==> src/rtl/level_ctrl_pkg.sv <==
// Shared definitions for the game-level sequencer: FSM state encodings,
// the default level width and a small constant helper.
package level_ctrl_pkg;

    // Default width of the level bus, shared with the HUD and enemy modules.
    localparam int LEVEL_W_DEF = 4;

    // Sequencer states, 2-bit encoding visible to other subsystems.
    typedef enum logic [1:0] {
        ST_PLAY       = 2'd0,
        ST_CLEAR_WAIT = 2'd1,
        ST_RESPAWN    = 2'd2,
        ST_WON        = 2'd3
    } level_state_e;

    // Larger of two integers; used to size the shared dwell counter.
    function automatic int max_int(input int a, input int b);
        int r;
        if (a > b) begin
            r = a;
        end else begin
            r = b;
        end
        return r;
    endfunction

endpackage

==> src/rtl/level_ctrl_enemy_popcount.sv <==
// Combinational population count of the enemy alive flags.
// The result is registered by the parent so no comb path reaches an output.
module enemy_popcount
    import level_ctrl_pkg::*;
#(
    parameter int N = 5,
    parameter int W = $clog2(N + 1)
) (
    input  logic [N-1:0] alive,
    output logic [W-1:0] count
);

    // Sum the individual alive bits.
    always_comb begin
        count = {W{1'b0}};
        for (int i = 0; i < N; i++) begin
            count = count + W'(alive[i]);
        end
    end

endmodule

==> src/rtl/level_ctrl.sv <==
// Game-level sequencer: detects a cleared wave once armed, advances the
// level (with wrap or win at the cap), holds a pausable banner delay and
// then pulses the respawn strobe for a fixed number of cycles.
module level_ctrl
    import level_ctrl_pkg::*;
#(
    parameter int NUM_ENEMIES    = 5,
    parameter int LEVEL_W        = LEVEL_W_DEF,
    parameter int MAX_LEVEL      = 9,
    parameter int DELAY_CYCLES   = 100_000_000,
    parameter int RESPAWN_CYCLES = 100,
    parameter bit WRAP_EN        = 1'b0
) (
    input  logic                               pclk,
    input  logic                               rst,
    input  logic [NUM_ENEMIES-1:0]             enemy_alive,
    input  logic                               pause,
    output logic [LEVEL_W-1:0]                 level,
    output logic                               level_up_out,
    output logic                               transition_active,
    output logic                               game_won,
    output logic [$clog2(NUM_ENEMIES+1)-1:0]   enemies_left
);

    localparam int POP_W = $clog2(NUM_ENEMIES + 1);
    localparam int CNT_W = $clog2(max_int(DELAY_CYCLES, RESPAWN_CYCLES) + 1);

    localparam logic [CNT_W-1:0]   CNT_ZERO   = {CNT_W{1'b0}};
    localparam logic [CNT_W-1:0]   CNT_ONE    = CNT_W'(32'd1);
    localparam logic [CNT_W-1:0]   DELAY_LAST = CNT_W'(DELAY_CYCLES - 1);
    localparam logic [CNT_W-1:0]   RESP_LAST  = CNT_W'(RESPAWN_CYCLES - 1);
    localparam logic [LEVEL_W-1:0] LEVEL_ONE  = LEVEL_W'(32'd1);
    localparam logic [LEVEL_W-1:0] LEVEL_MAX  = LEVEL_W'(MAX_LEVEL);

    // Elaboration-time parameter sanity checks.
    if (NUM_ENEMIES < 1) begin : g_chk_num
        $error("level_ctrl: NUM_ENEMIES must be >= 1");
    end
    if ((MAX_LEVEL < 1) || (MAX_LEVEL >= (1 << LEVEL_W))) begin : g_chk_max
        $error("level_ctrl: MAX_LEVEL must satisfy 1 <= MAX_LEVEL < 2**LEVEL_W");
    end
    if (DELAY_CYCLES < 1) begin : g_chk_delay
        $error("level_ctrl: DELAY_CYCLES must be >= 1");
    end
    if (RESPAWN_CYCLES < 1) begin : g_chk_resp
        $error("level_ctrl: RESPAWN_CYCLES must be >= 1");
    end

    level_state_e        state_r;
    level_state_e        state_nxt_s;
    logic [CNT_W-1:0]    cnt_r;
    logic [CNT_W-1:0]    cnt_nxt_s;
    logic                armed_r;
    logic                armed_nxt_s;
    logic [LEVEL_W-1:0]  level_r;
    logic [LEVEL_W-1:0]  level_nxt_s;
    logic [POP_W-1:0]    pop_s;
    logic                any_alive_s;
    logic                clear_s;

    logic                up_r;
    logic                ta_r;
    logic                won_r;
    logic [POP_W-1:0]    left_r;
    logic                up_nxt_s;
    logic                ta_nxt_s;
    logic                won_nxt_s;

    enemy_popcount #(
        .N (NUM_ENEMIES),
        .W (POP_W)
    ) u_popcount (
        .alive (enemy_alive),
        .count (pop_s)
    );

    assign any_alive_s = |enemy_alive;
    // A wave only counts as cleared after enemies were seen since the last
    // respawn, so late-appearing respawned enemies cannot double-trigger.
    assign clear_s     = armed_r && (enemy_alive == {NUM_ENEMIES{1'b0}});

    // State register plus the counter, armed flag and level datapath.
    always_ff @(posedge pclk) begin
        if (rst) begin
            state_r <= ST_PLAY;
            cnt_r   <= CNT_ZERO;
            armed_r <= 1'b0;
            level_r <= LEVEL_ONE;
        end else begin
            state_r <= state_nxt_s;
            cnt_r   <= cnt_nxt_s;
            armed_r <= armed_nxt_s;
            level_r <= level_nxt_s;
        end
    end

    // Next-state logic; the single counter serves both the banner and strobe dwell.
    always_comb begin
        state_nxt_s = state_r;
        cnt_nxt_s   = cnt_r;
        armed_nxt_s = armed_r;
        level_nxt_s = level_r;
        case (state_r)
            ST_PLAY: begin
                if (clear_s) begin
                    armed_nxt_s = 1'b0;
                    cnt_nxt_s   = CNT_ZERO;
                    if (level_r < LEVEL_MAX) begin
                        level_nxt_s = level_r + LEVEL_ONE;
                        state_nxt_s = ST_CLEAR_WAIT;
                    end else if (WRAP_EN) begin
                        level_nxt_s = LEVEL_ONE;
                        state_nxt_s = ST_CLEAR_WAIT;
                    end else begin
                        state_nxt_s = ST_WON;
                    end
                end else if (any_alive_s) begin
                    armed_nxt_s = 1'b1;
                end else begin
                    armed_nxt_s = armed_r;
                end
            end
            ST_CLEAR_WAIT: begin
                if (pause) begin
                    cnt_nxt_s = cnt_r;
                end else if (cnt_r == DELAY_LAST) begin
                    cnt_nxt_s   = CNT_ZERO;
                    state_nxt_s = ST_RESPAWN;
                end else begin
                    cnt_nxt_s = cnt_r + CNT_ONE;
                end
            end
            ST_RESPAWN: begin
                if (cnt_r == RESP_LAST) begin
                    cnt_nxt_s   = CNT_ZERO;
                    armed_nxt_s = 1'b0;
                    state_nxt_s = ST_PLAY;
                end else begin
                    cnt_nxt_s = cnt_r + CNT_ONE;
                end
            end
            ST_WON: begin
                state_nxt_s = ST_WON;
            end
            default: begin
                state_nxt_s = ST_PLAY;
                cnt_nxt_s   = CNT_ZERO;
                armed_nxt_s = 1'b0;
                level_nxt_s = LEVEL_ONE;
            end
        endcase
    end

    // Output decode from the next state so outputs move with the state register.
    always_comb begin
        up_nxt_s  = (state_nxt_s == ST_RESPAWN);
        ta_nxt_s  = (state_nxt_s == ST_CLEAR_WAIT);
        won_nxt_s = (state_nxt_s == ST_WON);
    end

    // Output registers, including the one-cycle-latency enemy count.
    always_ff @(posedge pclk) begin
        if (rst) begin
            up_r   <= 1'b0;
            ta_r   <= 1'b0;
            won_r  <= 1'b0;
            left_r <= {POP_W{1'b0}};
        end else begin
            up_r   <= up_nxt_s;
            ta_r   <= ta_nxt_s;
            won_r  <= won_nxt_s;
            left_r <= pop_s;
        end
    end

    assign level             = level_r;
    assign level_up_out      = up_r;
    assign transition_active = ta_r;
    assign game_won          = won_r;
    assign enemies_left      = left_r;

endmodule

==> config.mk <==
export PLATFORM = sky130hd
export DESIGN_NAME = level_ctrl
export DESIGN_NICKNAME = d
export VERILOG_FILES = /design/src/rtl/level_ctrl_pkg.sv /design/src/rtl/level_ctrl_enemy_popcount.sv /design/src/rtl/level_ctrl.sv
export SDC_FILE = /design/constraint.sdc
export NUM_CORES = 1
export LEC_CHECK = 0
export CAP_MARGIN = 20
export CORE_MARGIN = 2
export CORE_UTILIZATION = 65
export CTS_BUF_LIST = sky130_fd_sc_hd__clkbuf_2 sky130_fd_sc_hd__clkbuf_4 sky130_fd_sc_hd__clkbuf_8
export DETAILED_ROUTE_END_ITERATION = 12
export DONT_BUFFER_PORTS = 1
export GPL_ROUTABILITY_DRIVEN = 0
export PLACE_DENSITY = 0.86
export SYNTH_ARGS = -nofsm -noshare
export SYNTH_HDL_FRONTEND = slang
export SYNTH_SLANG_ARGS = --single-unit
==> constraint.sdc <==
create_clock -name pclk -period 5.9 [get_ports pclk]
set_clock_uncertainty 0.15 [all_clocks]
set_input_delay 0.59 -clock pclk [delete_from_list [all_inputs] [get_ports pclk]]
set_output_delay 0.59 -clock pclk [all_outputs]
set_load 0.005 [all_outputs]
==> flow_metrics.py <==
metrics = {
    "run_status": {
        "run_status": "finished clean",
    },
    "worst_setup_path": {
        "worst_setup_path_start_kind": "register",
        "critPathKind": "reg -> reg",
        "crit_fanout": 18,
        "worst_reg2reg_path_endpoint": "cnt_r[2]$_SDFFE_PP0P_",
        "timing.critical_path.to_type": "register",
        "path_depth_of_the_worst_reg2reg_path": 6,
        "timing.reg2reg.setup_slack_ns": 3.01,
        "crit_arrival_ns": 2.89,
        "worst_r2r_startpoint": "cnt_r[0]$_SDFFE_PP0P_",
        "critPathRequiredTime_ns": 5.89,
    },
    "synthesis": {
        "synth_top_flop_cell": "sky130_fd_sc_hd__dfxtp_1",
        "postSynthAreaPerCell_um2": 8.63,
        "yosys_top_cell_by_area": "sky130_fd_sc_hd__dfxtp_1",
        "synth.area.top_cells": "sky130_fd_sc_hd__dfxtp_1 32%, sky130_fd_sc_hd__ha_1 5.5%, sky130_fd_sc_hd__nor4_1 4.5%, sky130_fd_sc_hd__o2111ai_1 4.2%, sky130_fd_sc_hd__a211oi_1 3.9%",
        "synth_edf_count": 0,
        "most_frequent_cells_after_synthesis": "40 x sky130_fd_sc_hd__dfxtp_1, 22 x sky130_fd_sc_hd__nand2_1, 18 x sky130_fd_sc_hd__nor4_1",
        "synthesized_instance_count": 288,
        "yosysTopAreaCellShare_pct": 32.2,
        "synth_sequential_area_ratio_pct": 32.2,
        "mappedNetlistNets": 309,
        "synth_most_common_cell": "sky130_fd_sc_hd__dfxtp_1",
        "mappedNetlistArea_um2": 2480,
        "synth.lib_cells_used.distinct": 55,
        "synth-async-reset-ratio_pct": 0,
        "ys_ff_latch": 40,
        "yosysWarnings": 0,
    },
    "sta": {
        "setup_viol_count_final": 0,
        "fin_crit_sh_pct": 49.0,
        "report.final.slew_viol_count": 0,
        "timing.max_slew.rel_slack_pct": 41.9,
        "fmax_mhz": 346,
        "rsz0062_at_grt": "no",
        "worst_slew_pin_slew_ns": 0.872,
        "final_period_minus_worst_setup_slack_ns": 2.89,
        "finalHoldViolations": 0,
        "tns_ns": 0,
    },
    "clock_network": {
        "cts_root_buffer_type": "sky130_fd_sc_hd__clkbuf_8",
        "cts_num_sinks": 40,
        "cts_max_level": 2,
        "clock_path_buffers": 2,
        "post_cts_resized": 0,
        "clock_latency_ns": 0.29,
        "post-cts-setup-buffer-count": 0,
        "numCtsBuffers": 5,
        "tritoncts": "built",
        "clock_transition_at_the_registers_of_the_reported_paths_ns": 0.08,
        "post_cts_hold_buffer_count": 0,
    },
    "grt": {
        "grt_start_max_net_pins": 42,
        "globalRoute.totalOverflow": 0,
        "grt_pass1_vias": 2036,
        "antenna_found_initial": 0,
        "groute.usage.overall_pct": 27.2,
        "global_route_wire_length_before_repair_um": 9390,
    },
    "routing": {
        "drt_first_iter_violations": 264,
        "avgRoutedWirePerCell_um": 17.3,
        "drtPass1Iterations": 5,
        "drt-vias-per-instance": 6.96,
        "drcViolationCount": 0,
        "route.vias.total": 2276,
        "final_wirelength_um": 5670,
        "drt.antenna.violating_nets": 0,
    },
    "finish": {
        "multi_input_area_um2": 1540,
        "layout.nets": 299,
        "register_area_um2": 801,
        "n_antenna_cell": 0,
        "layout.filler_cells": 291,
        "post_route_cells_drive_above_1_share_pct": 9.32,
        "area_growth_pct": 4.08,
    },
    "die": {
        "chip_width_um": 65.8,
        "fp.coreArea_um2": 3660,
        "row_count": 22,
        "floorplan.die_area_um2": 4330,
        "die_height_um": 65.8,
        "floorplan.io_pins": 18,
        "initial_utilization_pct": 67.9,
    },
    "hold_path": {
        "hold_path_startpoint": "rst",
        "hold_end": "cnt_r[7]$_SDFFE_PP0P_",
        "holdCritPathClass": "in -> reg",
        "whs_path_depth": 1,
    },
    "power_and_ir_drop": {
        "power_per_cell_area_nw_per_um2": 323,
        "seq_power_share_pct": 36.7,
        "pwr-share-comb_pct": 36.4,
        "power_uw": 834,
        "power_switching_share_pct": 40.9,
        "power_switching_uw": 341,
        "internal_power_uw": 493,
        "power_leakage_uw": 0.000813,
        "p_clk_share_pct": 26.9,
        "worst_ir_drop_vdd_v": 0.000177,
    },
    "placed_design": {
        "post_dp_hpwl_um": 3850,
        "port_buffers": 0,
    },
    "run": {
        "cap_violations": 0,
    },
}
-- layer usage --
metal,up-vias,wire (um),GRT usage [%]
li1,1081,-,-
met1,1090,2610,37.4
met3,8,370,4.77
met5,-,0,0
met2,97,2620,43.6
met4,0,61,7.81
-- layout make-up --
class | count | share of cell area [%]
Multi-Input combinational cell | 212 | 59.4
Sequential cell | 40 | 31.0
Clock buffer | 6 | 2.95
Inverter | 17 | 2.47
Tap cell | 48 | 2.32
Clock inverter | 2 | 1.35
Timing Repair Buffer | 2 | 0.581
-- critical path, cell delays in order (launching register included) --
cell and delay [ns]:
sky130_fd_sc_hd__dfxtp_1 0.39, sky130_fd_sc_hd__ha_1 0.28, sky130_fd_sc_hd__or4b_2 0.62, sky130_fd_sc_hd__nor4_2 0.24, sky130_fd_sc_hd__a21oi_2 0.29, sky130_fd_sc_hd__o21ai_4 0.54
sky130_fd_sc_hd__o311ai_0 0.22
-- stage by stage --
step           setup WS, ns  hold slack, ns  cell area (um^2)  cells  utilization [%]
2_1_floorplan          3.28           0.308              2480    288                -
3_3_place_gp           3.03           0.329              2470    319             67.6
3_5_place_dp           2.92           0.325              2470    319             67.6
4_1_cts                3.01           0.206              2590    327             70.6
5_1_grt                2.82           0.195              2590    327             70.6
6_report               3.01           0.214              2590    327             70.6
-- state kept, by name, summed over array words and instances, names as in the netlist --
name / flops
level: 4
state_r: 2
level_up_out: 1
cnt_r: 27
game_won: 1
enemies_left: 3
armed_r: 1
transition_active: 1
-- how the worst max path moves through the flow --
stage	start	end	cells after the start
6_report	cnt_r[0]$_SDFFE_PP0P_	cnt_r[2]$_SDFFE_PP0P_	6
5_1_grt	cnt_r[0]$_SDFFE_PP0P_	cnt_r[2]$_SDFFE_PP0P_	6
3_5_place_dp	enemy_alive[0]	cnt_r[9]$_SDFFE_PP0P_	7
2_1_floorplan	enemy_alive[0]	cnt_r[24]$_SDFFE_PP0P_	8
4_1_cts	cnt_r[0]$_SDFFE_PP0P_	cnt_r[2]$_SDFFE_PP0P_	6
3_3_place_gp	enemy_alive[0]	cnt_r[9]$_SDFFE_PP0P_	7
-- logic make-up after synthesis --
family / share of synthesized area, %
flops: 32.2
mux: 0.403
buf+inv: 5.99
simple gates: 28.1
compound gates: 21.1
xor+xnor: 4.93
fa+ha+maj: 7.15
-- cells in the final DEF (no fill, tap or decap), drive strengths merged, types with 3 or more instances in the layout --
cell type,synthesis,final
and2,4,4
nor3,5,5
or4b,3,3
a21oi,8,8
nand4,13,13
clkbuf,13,6
nand2,22,22
and4,4,4
dfxtp,40,40
nor4,19,19
xnor2,10,10
xor2,4,4
o211ai,3,3
nand3,14,14
o2111ai,12,12
a211oi,13,13
a31oi,5,5
ha,11,11
o21ai,8,8
or4,6,6
inv,17,17
a221oi,4,4
or3,3,3
and3,4,4
nor2,14,14
-- power groups by stage --
stage	clock [uW]	sequential, uW	combinational (uW)
3_3_place_gp	0	311	283
5_1_grt	240	308	326
4_1_cts	229	305	298
2_1_floorplan	0	307	240
6_report	224	307	303
3_5_place_dp	0	312	295
(Power assumes the default switching activity.)
